## config.mk

```make
export PLATFORM = sky130hd
export DESIGN_NAME = led_pulse_stretcher
export DESIGN_NICKNAME = d
export VERILOG_FILES = /design/src/rtl/led_pulse_stretcher.sv
export SDC_FILE = /design/constraint.sdc
export NUM_CORES = 1
export LEC_CHECK = 0
export BUFFER_PORTS_ARGS = -buffer_cell sky130_fd_sc_hd__buf_2
export CORE_AREA = 2 2 139 141
export DETAILED_ROUTE_END_ITERATION = 7
export DIE_AREA = 0 0 141 143
export GPL_ROUTABILITY_DRIVEN = 0
export SLEW_MARGIN = 30
export SYNTH_ARGS = -nofsm -noshare
export SYNTH_HDL_FRONTEND = slang
export SYNTH_SLANG_ARGS = --single-unit
```

## constraint.sdc

```tcl
create_clock -name clk -period 13.8 [get_ports clk]
set_clock_uncertainty 0.15 [all_clocks]
set_input_delay 1.38 -clock clk [delete_from_list [all_inputs] [get_ports clk]]
set_output_delay 1.38 -clock clk [all_outputs]
set_load 0.01 [all_outputs]
```

## src/rtl/led_pulse_stretcher.sv

```systemverilog
// led_pulse_stretcher: stretches single-cycle event strobes into visible LED flashes with a forced dark gap
module led_pulse_stretcher #(
  parameter int WIDTH       = 5,
  parameter int CNT_W       = 24,
  parameter int HOLD_CYCLES = 10_000_000,
  parameter int GAP_CYCLES  = 5_000_000,
  parameter int RETRIGGER   = 0
) (
  input  logic             clk,
  input  logic             reset,
  input  logic [WIDTH-1:0] pulse_in,
  output logic [WIDTH-1:0] led_out,
  output logic             busy
);
  localparam logic [1:0] IDLE = 2'd0;
  localparam logic [1:0] ON   = 2'd1;
  localparam logic [1:0] GAP  = 2'd2;
  localparam logic [CNT_W-1:0] HOLD_LD = CNT_W'(HOLD_CYCLES - 1);
  localparam logic [CNT_W-1:0] GAP_LD  = CNT_W'(GAP_CYCLES - 1);
  localparam bit RETRIG = RETRIGGER != 0;
  logic [WIDTH-1:0] active_nxt;
  for (genvar i = 0; i < WIDTH; i++) begin : g_ch
    logic [1:0]       st, st_nxt;
    logic [CNT_W-1:0] cnt, cnt_nxt;
    logic             pend, pend_nxt;
    logic             led_q;
    logic             p;
    assign p = pulse_in[i];
    // Next-state logic: counters only load or count down, never below zero
    always_comb begin
      st_nxt   = st;
      cnt_nxt  = cnt;
      pend_nxt = pend;
      case (st)
        IDLE: begin
          if (p) begin
            st_nxt  = ON;
            cnt_nxt = HOLD_LD;
          end
        end
        ON: begin
          if (p && RETRIG) begin
            cnt_nxt = HOLD_LD;
          end else begin
            pend_nxt = pend | p;
            if (cnt == '0) begin
              st_nxt  = GAP;
              cnt_nxt = GAP_LD;
            end else begin
              cnt_nxt = cnt - 1'b1;
            end
          end
        end
        GAP: begin
          if (cnt == '0) begin
            st_nxt   = (pend | p) ? ON : IDLE;
            cnt_nxt  = (pend | p) ? HOLD_LD : '0;
            pend_nxt = 1'b0;
          end else begin
            cnt_nxt  = cnt - 1'b1;
            pend_nxt = pend | p;
          end
        end
        default: begin
          st_nxt   = IDLE;
          cnt_nxt  = '0;
          pend_nxt = 1'b0;
        end
      endcase
    end
    // Channel state and LED drive register; reset drops any flash and pending event at once
    always_ff @(posedge clk or posedge reset) begin
      if (reset) begin
        st    <= IDLE;
        cnt   <= '0;
        pend  <= 1'b0;
        led_q <= 1'b0;
      end else begin
        st    <= st_nxt;
        cnt   <= cnt_nxt;
        pend  <= pend_nxt;
        led_q <= st_nxt == ON;
      end
    end
    assign active_nxt[i] = st_nxt != IDLE;
    assign led_out[i]    = led_q;
  end
  // Busy is registered from the same next-state as the channels so it lines up with led_out
  always_ff @(posedge clk or posedge reset) begin
    if (reset) busy <= 1'b0;
    else busy <= |active_nxt;
  end
endmodule

```

Yosys cells after proc, flatten, opt, wreduce, memory -nomap -nowiden:

Index checks and enable logic that the tools add are counted.

* register bits after elaboration: 141
* bits in latches: 0
* RAM bits: 0
* bits in read-only memories: 0
* bits of input ports: 7
* output and inout port bits: 6
* memories kept: 0

* add/sub/neg operators: 5
* $mul: 0
* divide/modulo/power cells: 0
* order comparisons: 0
* equal/unequal tests: 20
* shifts and indexed selects: 0
* mux-type cells: 60
* bitwise operators: 5
* reduce and logical (&&, ||, !) cells: 16

Operators with widths (count)
* $mux 24: 20
* $pmux 24 s3: 5
* $logic_not 24->1: 5
* $sub 24x1->24 const B: 5
* $mux 2: 15
* $pmux 2 s3: 5
* $eq 2x1->1 const B: 10
* $pmux 1 s3: 5
* $eq 2x2->1 const B: 5
* $logic_not 2->1: 5
* $mux 1: 10
* $ne 2x2->1 const B: 5
* $reduce_bool 2->1: 5
* $or 1x1->1: 5
* $reduce_or 5->1: 1

Longest topological paths before layout:

Gate-level depths: netlist (run 1).

* depth after elaboration: 6
* depth in mapped cells: 9
* depth with buffers taken out: 8

Worst setup path before layout (run 1):

Ideal clock, no wire load.

* kind: flip-flop to flip-flop
* start: reg g_ch[1].cnt[0]
* end: reg g_ch[1].cnt[23]
* setup time: 0.121 ns
* arrival time: 2.482 ns
* data required time: 13.529 ns
* path slack: 11.047 ns
* stages on the path, launching flop included: 9
* buffers on the path: 0
* clock period less this slack: 2.753 ns
* cell sequence: dfrtp_1 -> inv_1 -> ha_1 -> or4b_2 -> nor4_2 -> a21oi_1 -> o211ai_1 -> o21ai_0 -> a22o_1

* longest elaborated chain between the ends: 3

Ends and longest elaborated chain
* start, declared: line 24 `logic [CNT_W-1:0] cnt, cnt_nxt;`
* start signal, assigned: line 80 `cnt <= cnt_nxt;`
* $sub 24x1->24 / $logic_not 24->1 (equally long branches)
* $mux 24 (on tied branches): line 55, 46
* $pmux 24 s3 *: line 34 `case (st)`

Every way passes the cells marked *; elsewhere a longest branch is shown, timed or not.
A chain may end at the register's enable or synchronous reset.

Worst setup path in the final report (run 1):

* start: reg g_ch[1].st[1]
* end: reg g_ch[1].cnt[18]

* longest elaborated chain between the ends: 2

Ends and longest elaborated chain
* start, declared: line 23 `logic [1:0] st, st_nxt;`
* start signal, assigned: line 79 `st <= st_nxt;`
* $eq 2x2->1, or another cell as far along: line 34
* $pmux 24 s3 / $ne 2x2->1 (equally long branches)

Parallel ways exist; a longest one is shown, timed or not.

==> results of run 1 <==
[flip-flops by register name, indices dropped and copies added (netlist names)]
register and count:
g_ch.cnt 120, g_ch.pend 5, busy 1, g_ch.st 10
g_ch.led_q 5
[cell usage in the layout, fill, tap and decap left out, types with 3 or more instances in the layout]
master / count
nor2b_1: 8
o21ai_0: 121
o311ai_0: 14
o31a_1: 6
nor4_1: 31
a211o_1: 11
a22o_1: 3
nor2_1: 111
dfrtp_1: 141
buf_4: 4
bufinv_16: 3
inv_1: 45
clkbuf_16: 17
or3_1: 25
buf_2: 12
ha_1: 29
nand2_1: 79
a31oi_1: 11
a21oi_1: 49
o31ai_1: 32
a311oi_1: 3
nor3_1: 49
or4_1: 16
o2bb2ai_1: 11
a21o_1: 9
nor3b_1: 3
nand2b_1: 10
o41ai_1: 10
nand4_1: 12
nor4_2: 4
clkinv_2: 3
xor2_1: 15
nand3_1: 32
o22ai_1: 8
o211ai_1: 35
xnor2_1: 10
mux2i_1: 4
[kinds of logic after synthesis]
| logic type | share of synthesized area |
|---|---|
| AO/OA/AOI/OAI | 0.259 |
| XOR/XNOR | 0.0249 |
| buffers and inverters | 0.0416 |
| adder cells (fa/ha/maj) | 0.0412 |
| AND/OR/NAND/NOR | 0.229 |
| flip-flops | 0.401 |
| multiplexers | 0.00455 |
[layout make-up]
class / instances / area, um^2 / share of cell area
timing repair buffer: 16 / 90.1 / 0.00937
inverter: 46 / 180 / 0.0187
tap: 234 / 293 / 0.0304
clock inverter: 10 / 138 / 0.0143
multi-input combinational: 807 / 4930 / 0.512
sequential: 141 / 3530 / 0.367
clock buffer: 21 / 460 / 0.0479
[report_power, final]
group          internal, mW  switching [mW]
logic                 0.263           0.434
clock network         0.293           0.179
registers             0.525           0.134
[per-stage QoR]
stage	instances	util	cell area [um^2]	power, mW	setup WS (ns)
6_report	1275	0.518	9620	1.83	10.40
5_1_grt	1275	0.518	9620	1.97	10.15
4_1_cts	1275	0.517	9600	1.83	10.43
3_5_place_dp	1244	0.485	9000	1.35	10.43
3_3_place_gp	1244	0.485	9000	1.35	10.42
2_1_floorplan	1039	-	8810	1.18	8.49
[worst register-to-register path: cells and delay by family, from the launching register on]
kind                     cells  cell delay, ns
flip-flops                   1            0.45
AND/OR/NAND/NOR              2            0.94
adder cells (fa/ha/maj)      1            0.58
AO/OA/AOI/OAI                3            0.67
buffers and inverters        2            0.49
[routing by layer]
| layer | up-vias | part of all wire |
|---|---|---|
| met5 | - | 0 |
| met4 | 0 | 0.011 |
| met3 | 21 | 0.041 |
| met2 | 196 | 0.44 |
| met1 | 3785 | 0.51 |
| li1 | 3897 | - |
[final timing paths]
path | start | end | slack, ns | cells after the start
min in group asynchronous | reset | g_ch[3].cnt[13]$_DFFE_PP0P_ | 0.92 | 2
worst min-delay path | g_ch[3].cnt[22]$_DFFE_PP0P_ | g_ch[3].cnt[22]$_DFFE_PP0P_ | 0.33 | 1
worst max register to register | g_ch[1].st[1]$_DFF_PP0_ | g_ch[1].cnt[18]$_DFFE_PP0P_ | 10.40 | 8
worst min register to register | g_ch[3].cnt[22]$_DFFE_PP0P_ | g_ch[3].cnt[22]$_DFFE_PP0P_ | 0.33 | 1
worst max-delay path | g_ch[1].st[1]$_DFF_PP0_ | g_ch[1].cnt[18]$_DFFE_PP0P_ | 10.40 | 8
max in group asynchronous | reset | g_ch[1].cnt[11]$_DFFE_PP0P_ | 11.53 | 3
==> qor.yml, run 1 <==
crit_chain: "inv_1, ha_1, inv_1, nor2_1, nor2_1, a21boi_1, a21o_1, a22o_1"
post-synth-top-count-cell: "dfrtp_1"
hpwlAfterDp_um: 14500
ctsLongestPathBuffers: 2
ys_seq_area_frac: 0.401
finalMaxSlewViolations: 0
drtPass1Iterations: 5
drc_errors: 0
die-area_um2: 20200
ys_top_cells_by_count: "141 x dfrtp_1, 121 x o21ai_0, 112 x nor2_1"
std_cell_rows: 50
cts_tree: "built"
cts_root_buffer: "clkbuf_16"
grt_overflow: 0
timing.final.crit_share: 0.247
maxCapViolCount: 0
busiest_layer: "met2"
route.vias.total: 7899
start_util: 0.474
grt_max_degree: 99
portBuffers: 12
drive_gt1_frac: 0.0624
htreeDepth: 4
path_class: "reg -> reg"
min_path_type: "reg -> reg"
die_h_um: 143
grt_pass1_vias: 7210
worst-path-buf-inv: 2
wl_um: 21500
synthCells: 1039
cts_resized: 0
synth_top_area_frac: 0.401
syn_nets: 1075
grt_pass1_wl_um: 36700
final-setup-viol-count: 0
outcome: "finished, final reports clean"
powerDensity_nw_per_um2: 190
hold_viol: 0
clock.fmax_mhz: 294
clk_latency_ns: 0.42
gr-usage-met2: 0.334
tightest_slew_ns: 0.978
antenna_found_initial: 0
ios: 13
netlist_area_um2: 8810
maxSlewHeadroom: 0.346
peakVddDrop_mv: 0.0867
clk_pin_slew_ns: 0.06
ys_ff_latch: 141
ant_nets: 0
grt_usage: 0.222
max_stage_delay_ns: 0.82
area_growth_pct: 9.19
fillers: 1745
post_cts_buffers: 0
finalCriticalPeriod_ns: 3.40
worstSetupEndpointType: "register"
start_kind: "register"
p_leak_nw: 3.81
rsz0062_at_grt: "false"
synth-main-ff-cell: "dfrtp_1"
synth_edf_count: 0
yosys_warnings: 0
diodes: 0
cts_buffers: 17
cp.arrival_ns: 3.56
layout.nets: 1065
vias_per_cell: 6.20
finalSetupTns_ns: 0
synth.area.top_cells: "dfrtp_1 40%, o21ai_0 6.9%, nor2_1 4.8%"
ys_types: 65
async_flop_share: 1.00
drt_iter0_markers: 586
syn_avg_cell_area_um2: 8.48
hold_buffers: 0
crit_family: "simple AND/OR/NAND/NOR gates"
required_ns: 13.96
wl_per_cell_um: 16.9
clkSinkCount: 141
met3_usage: 0.0305
fin_hold_ws_ns: 0.327
grt_use_met1: 0.334
synth_top_cell_by_area: "dfrtp_1"
slowest_stage: "nor2_1"
core_area_um2: 18600
crit_fanout: 18
dieWidth_um: 141
Note: power is estimated with default switching activity, not from simulation.
==> run 2, diff against run 1 <==
--- a/config.mk
+++ b/config.mk
@@ -5,10 +5,11 @@
 export SDC_FILE = /design/constraint.sdc
 export NUM_CORES = 1
 export LEC_CHECK = 0
+export ABC_AREA = 1
 export BUFFER_PORTS_ARGS = -buffer_cell sky130_fd_sc_hd__buf_2
-export CORE_AREA = 2 2 139 141
+export CORE_AREA = 2 2 144 146
 export DETAILED_ROUTE_END_ITERATION = 7
-export DIE_AREA = 0 0 141 143
+export DIE_AREA = 0 0 146 148
 export GPL_ROUTABILITY_DRIVEN = 0
 export SLEW_MARGIN = 30
 export SYNTH_ARGS = -nofsm -noshare
==> constraint.sdc (replaced) <==
create_clock -name clk -period 3.3 [get_ports clk]
set_clock_uncertainty 0.15 [all_clocks]
set_input_delay 0.33 -clock clk [delete_from_list [all_inputs] [get_ports clk]]
set_output_delay 0.33 -clock clk [all_outputs]
set_load 0.01 [all_outputs]
==> run 2 against run 1 <==
  * Area after synthesis is 8.0% higher
  * Critical path type unchanged
  * Register-to-register slack got worse by 9.8 ns
  * Wire length rose by 7.1%
==> qor.yml, run 2 <==
reg_top3: "g_ch.cnt: 120 flops, g_ch.st: 10 flops"  # unchanged
layout.nets: 1387  # was 1065
required_ns: 3.50  # was 13.96 ns
min_path_cells: 4  # was 1
fillers: 2033  # was 1745
synth_top_area_frac: 0.371  # was 0.401
grt_max_degree: 55  # was 99
hold_viol: 0  # unchanged
synth_edf_count: 0  # unchanged
largest_reg_flops: 120  # unchanged
portBuffers: 12  # unchanged
cts_buffers: 17  # unchanged
ant_nets: 0  # unchanged
route.vias.total: 8495  # was 7899
synthMuxAreaShare: 0  # was 0.00455
finalMaxSlewViolations: 0  # unchanged
finalPower_mw: 8.79  # was 1.83 mW
min_path_type: "in -> reg"  # was reg -> reg
drc_errors: 0  # unchanged
r2r_cells: 10  # was 8
cts_root_buffer: "clkbuf_16"  # unchanged
syn_nets: 1370  # was 1075
ys_top_cells_by_count: "360 x nand2_1, 175 x nor2_1, 164 x inv_1"  # was 141 x dfrtp_1, 121 x o21ai_0, 112 x nor2_1
yosys_warnings: 0  # unchanged
syn_avg_cell_area_um2: 7.13  # was 8.48 um^2
cts_tree: "built"  # unchanged
worst-path-buf-inv: 3  # was 2
clkSinkCount: 141  # unchanged
path_depth: 10  # was 8
synth_simple_gate_area_frac: 0.351  # was 0.229
clk_pin_slew_ns: 0.06  # about the same
crit_family: "simple AND/OR/NAND/NOR gates"  # unchanged
maxCapViolCount: 0  # unchanged
drt_iter0_markers: 559  # was 586
tightest_slew_ns: 0.809  # was 0.978 ns
ios: 13  # unchanged
synth_top_cell_by_area: "dfrtp_1"  # unchanged
grt_overflow: 0  # unchanged
multi_input_area_um2: 5220  # was 4930 um^2
clock.fmax_mhz: 377  # was 294 MHz
cts_resized: 0  # unchanged
synth.area.top_cells: "dfrtp_1 37%, nand2_1 14%, nor2_1 6.9%"  # was dfrtp_1 40%, o21ai_0 6.9%, nor2_1 4.8%
post-synth-top-count-cell: "nand2_1"  # was dfrtp_1
finalCriticalPeriod_ns: 2.66  # was 3.40 ns
antenna_found_initial: 0  # unchanged
synthAdderAreaFrac: 0.0381  # was 0.0412
dieWidth_um: 146  # was 141 um
drtPass1Iterations: 5  # unchanged
outcome: "finished, final reports clean"  # unchanged
ys_seq_area_frac: 0.371  # was 0.401
synth-compound-area-share: 0.109  # was 0.259
drive_gt1_frac: 0.0910  # was 0.0624
synth_top_family_by_area: "simple AND/OR/NAND/NOR gates"  # was compound AO/OA/AOI/OAI gates
htreeDepth: 4  # unchanged
core_area_um2: 20000  # was 18600 um^2
ctsLongestPathBuffers: 2  # unchanged
final_cell_mix: "360 x nand2_1, 175 x nor2_1, 163 x inv_1, 141 x dfrtp_1, 79 x nand3_1"  # was 141 x dfrtp_1, 121 x o21ai_0, 111 x nor2_1, 79 x nand2_1
largest_register: "g_ch.cnt"  # unchanged
wl_per_cell_um: 14.1  # was 16.9 um
fin_util: 0.523  # was 0.518
peakVddDrop_mv: 0.397  # was 0.0867 mV
timing.final.crit_share: 0.805  # was 0.247
hpwlAfterDp_um: 16800  # was 14500 um
vias_per_cell: 5.20  # was 6.20
synth-main-ff-cell: "dfrtp_1"  # unchanged
powerDensity_nw_per_um2: 839  # was 190 nW/um^2
netlist_area_um2: 9520  # was 8810 um^2
async_flop_share: 1.00  # unchanged
finalSetupTns_ns: 0  # unchanged
seqCellArea_um2: 3530  # unchanged
clk_latency_ns: 0.42  # about the same
crit_chain: "inv_1, ha_1, inv_1, nor2_1, inv_1, nor2_1, o21ai_1, nand2_1, nor2_1, nand3_1"  # was inv_1, ha_1, inv_1, nor2_1, nor2_1, a21boi_1, a21o_1, a22o_1
grt_pass1_vias: 7928  # was 7210
synth_xor_xnor_area_share: 0.0506  # was 0.0249
worstSetupEndpointType: "register"  # unchanged
p_leak_nw: 5.11  # was 3.81 nW
std_cell_rows: 52  # was 50
grt_pass1_wl_um: 39100  # was 36700 um
rsz0062_at_grt: "false"  # unchanged
ys_types: 49  # was 65
grt_usage: 0.221  # was 0.222
start_util: 0.475  # was 0.474
synthCells: 1334  # was 1039
die-area_um2: 21600  # was 20200 um^2
slowest_stage: "ha_1"  # was nor2_1
crit_fanout: 16  # was 18
area_growth_pct: 10.2  # was 9.19%
final-setup-viol-count: 0  # unchanged
max_stage_delay_ns: 0.51  # was 0.82 ns
wl_um: 23100  # was 21500 um
cp.arrival_ns: 2.86  # was 3.56 ns
final_common_cell: "nand2_1"  # was dfrtp_1
diodes: 0  # unchanged
path_class: "reg -> reg"  # unchanged
maxSlewHeadroom: 0.458  # was 0.346
die_h_um: 148  # was 143 um
start_kind: "register"  # unchanged
ys_ff_latch: 141  # unchanged
[run 2: what timing repair did]
item,CTS,global route
buffers inserted,0,0
endpoints found under the hold margin,24,0
hold buffers,1,0
[run 2: metal layers]
metal,track usage,vias to the layer above,wire length (um)
li1,-,4348,-
met1,0.315,3995,11500
met2,0.352,134,10500
met3,0.0373,18,851
met4,0.0558,0,270
met5,0,-,0
[run 2: worst paths after layout]
path	from	to	slack (ns)
max reg2reg	g_ch[1].st[1]$_DFF_PP0_	busy$_DFF_PP0_	0.64
max in group asynchronous	reset	g_ch[1].cnt[14]$_DFFE_PP0P_	1.90
max	g_ch[1].st[1]$_DFF_PP0_	busy$_DFF_PP0_	0.64
min	pulse_in[0]	g_ch[0].cnt[18]$_DFFE_PP0P_	0.13
min reg2reg	g_ch[4].pend$_DFFE_PP0N_	g_ch[4].pend$_DFFE_PP0N_	0.34
min in group asynchronous	reset	g_ch[4].cnt[10]$_DFFE_PP0P_	0.39
[run 2: layout make-up]
class / instances / area share
multi-input combinational: 999 / 0.498
sequential: 141 / 0.337
inverter: 169 / 0.0609
clock buffer: 25 / 0.0473
tap: 270 / 0.0322
timing repair buffer: 23 / 0.0150
clock inverter: 6 / 0.0103
[run 2: kinds of logic (layout without fill, tap and decap cells)]
group           count (synthesis)  after routing
compound gates                173            173
xor+xnor                       55             55
buf+inv                       194            223
fa+ha+maj                      29             29
flops                         141            141
simple gates                  742            742
[run 2: where the power goes]
| part | internal [mW] | switching (mW) | leakage, nW |
|---|---|---|---|
| sequential | 2.29 | 0.619 | 1.74 |
| clock | 1.26 | 0.725 | 0.293 |
| combinational | 1.33 | 2.56 | 3.08 |
| total | 4.89 | 3.91 | 5.11 |
[run 2: metrics by stage]
step | std cells | worst slack, ns | instance area, um^2 | hold WS [ns]
floorplan | 1334 | 1.06 | 9520 | 0.299
detailed placement | 1601 | 0.703 | 9870 | 0.301
global route | 1633 | 0.312 | 10500 | 0.154
global placement | 1601 | 0.726 | 9870 | 0.291
CTS | 1633 | 0.675 | 10500 | 0.118
finish | 1633 | 0.645 | 10500 | 0.128
[run 2: worst min-delay path: stages]
cell,delay [ns]
buf_2,0.13
nor2_2,0.09
nand2_1,0.06
nand2_1,0.04
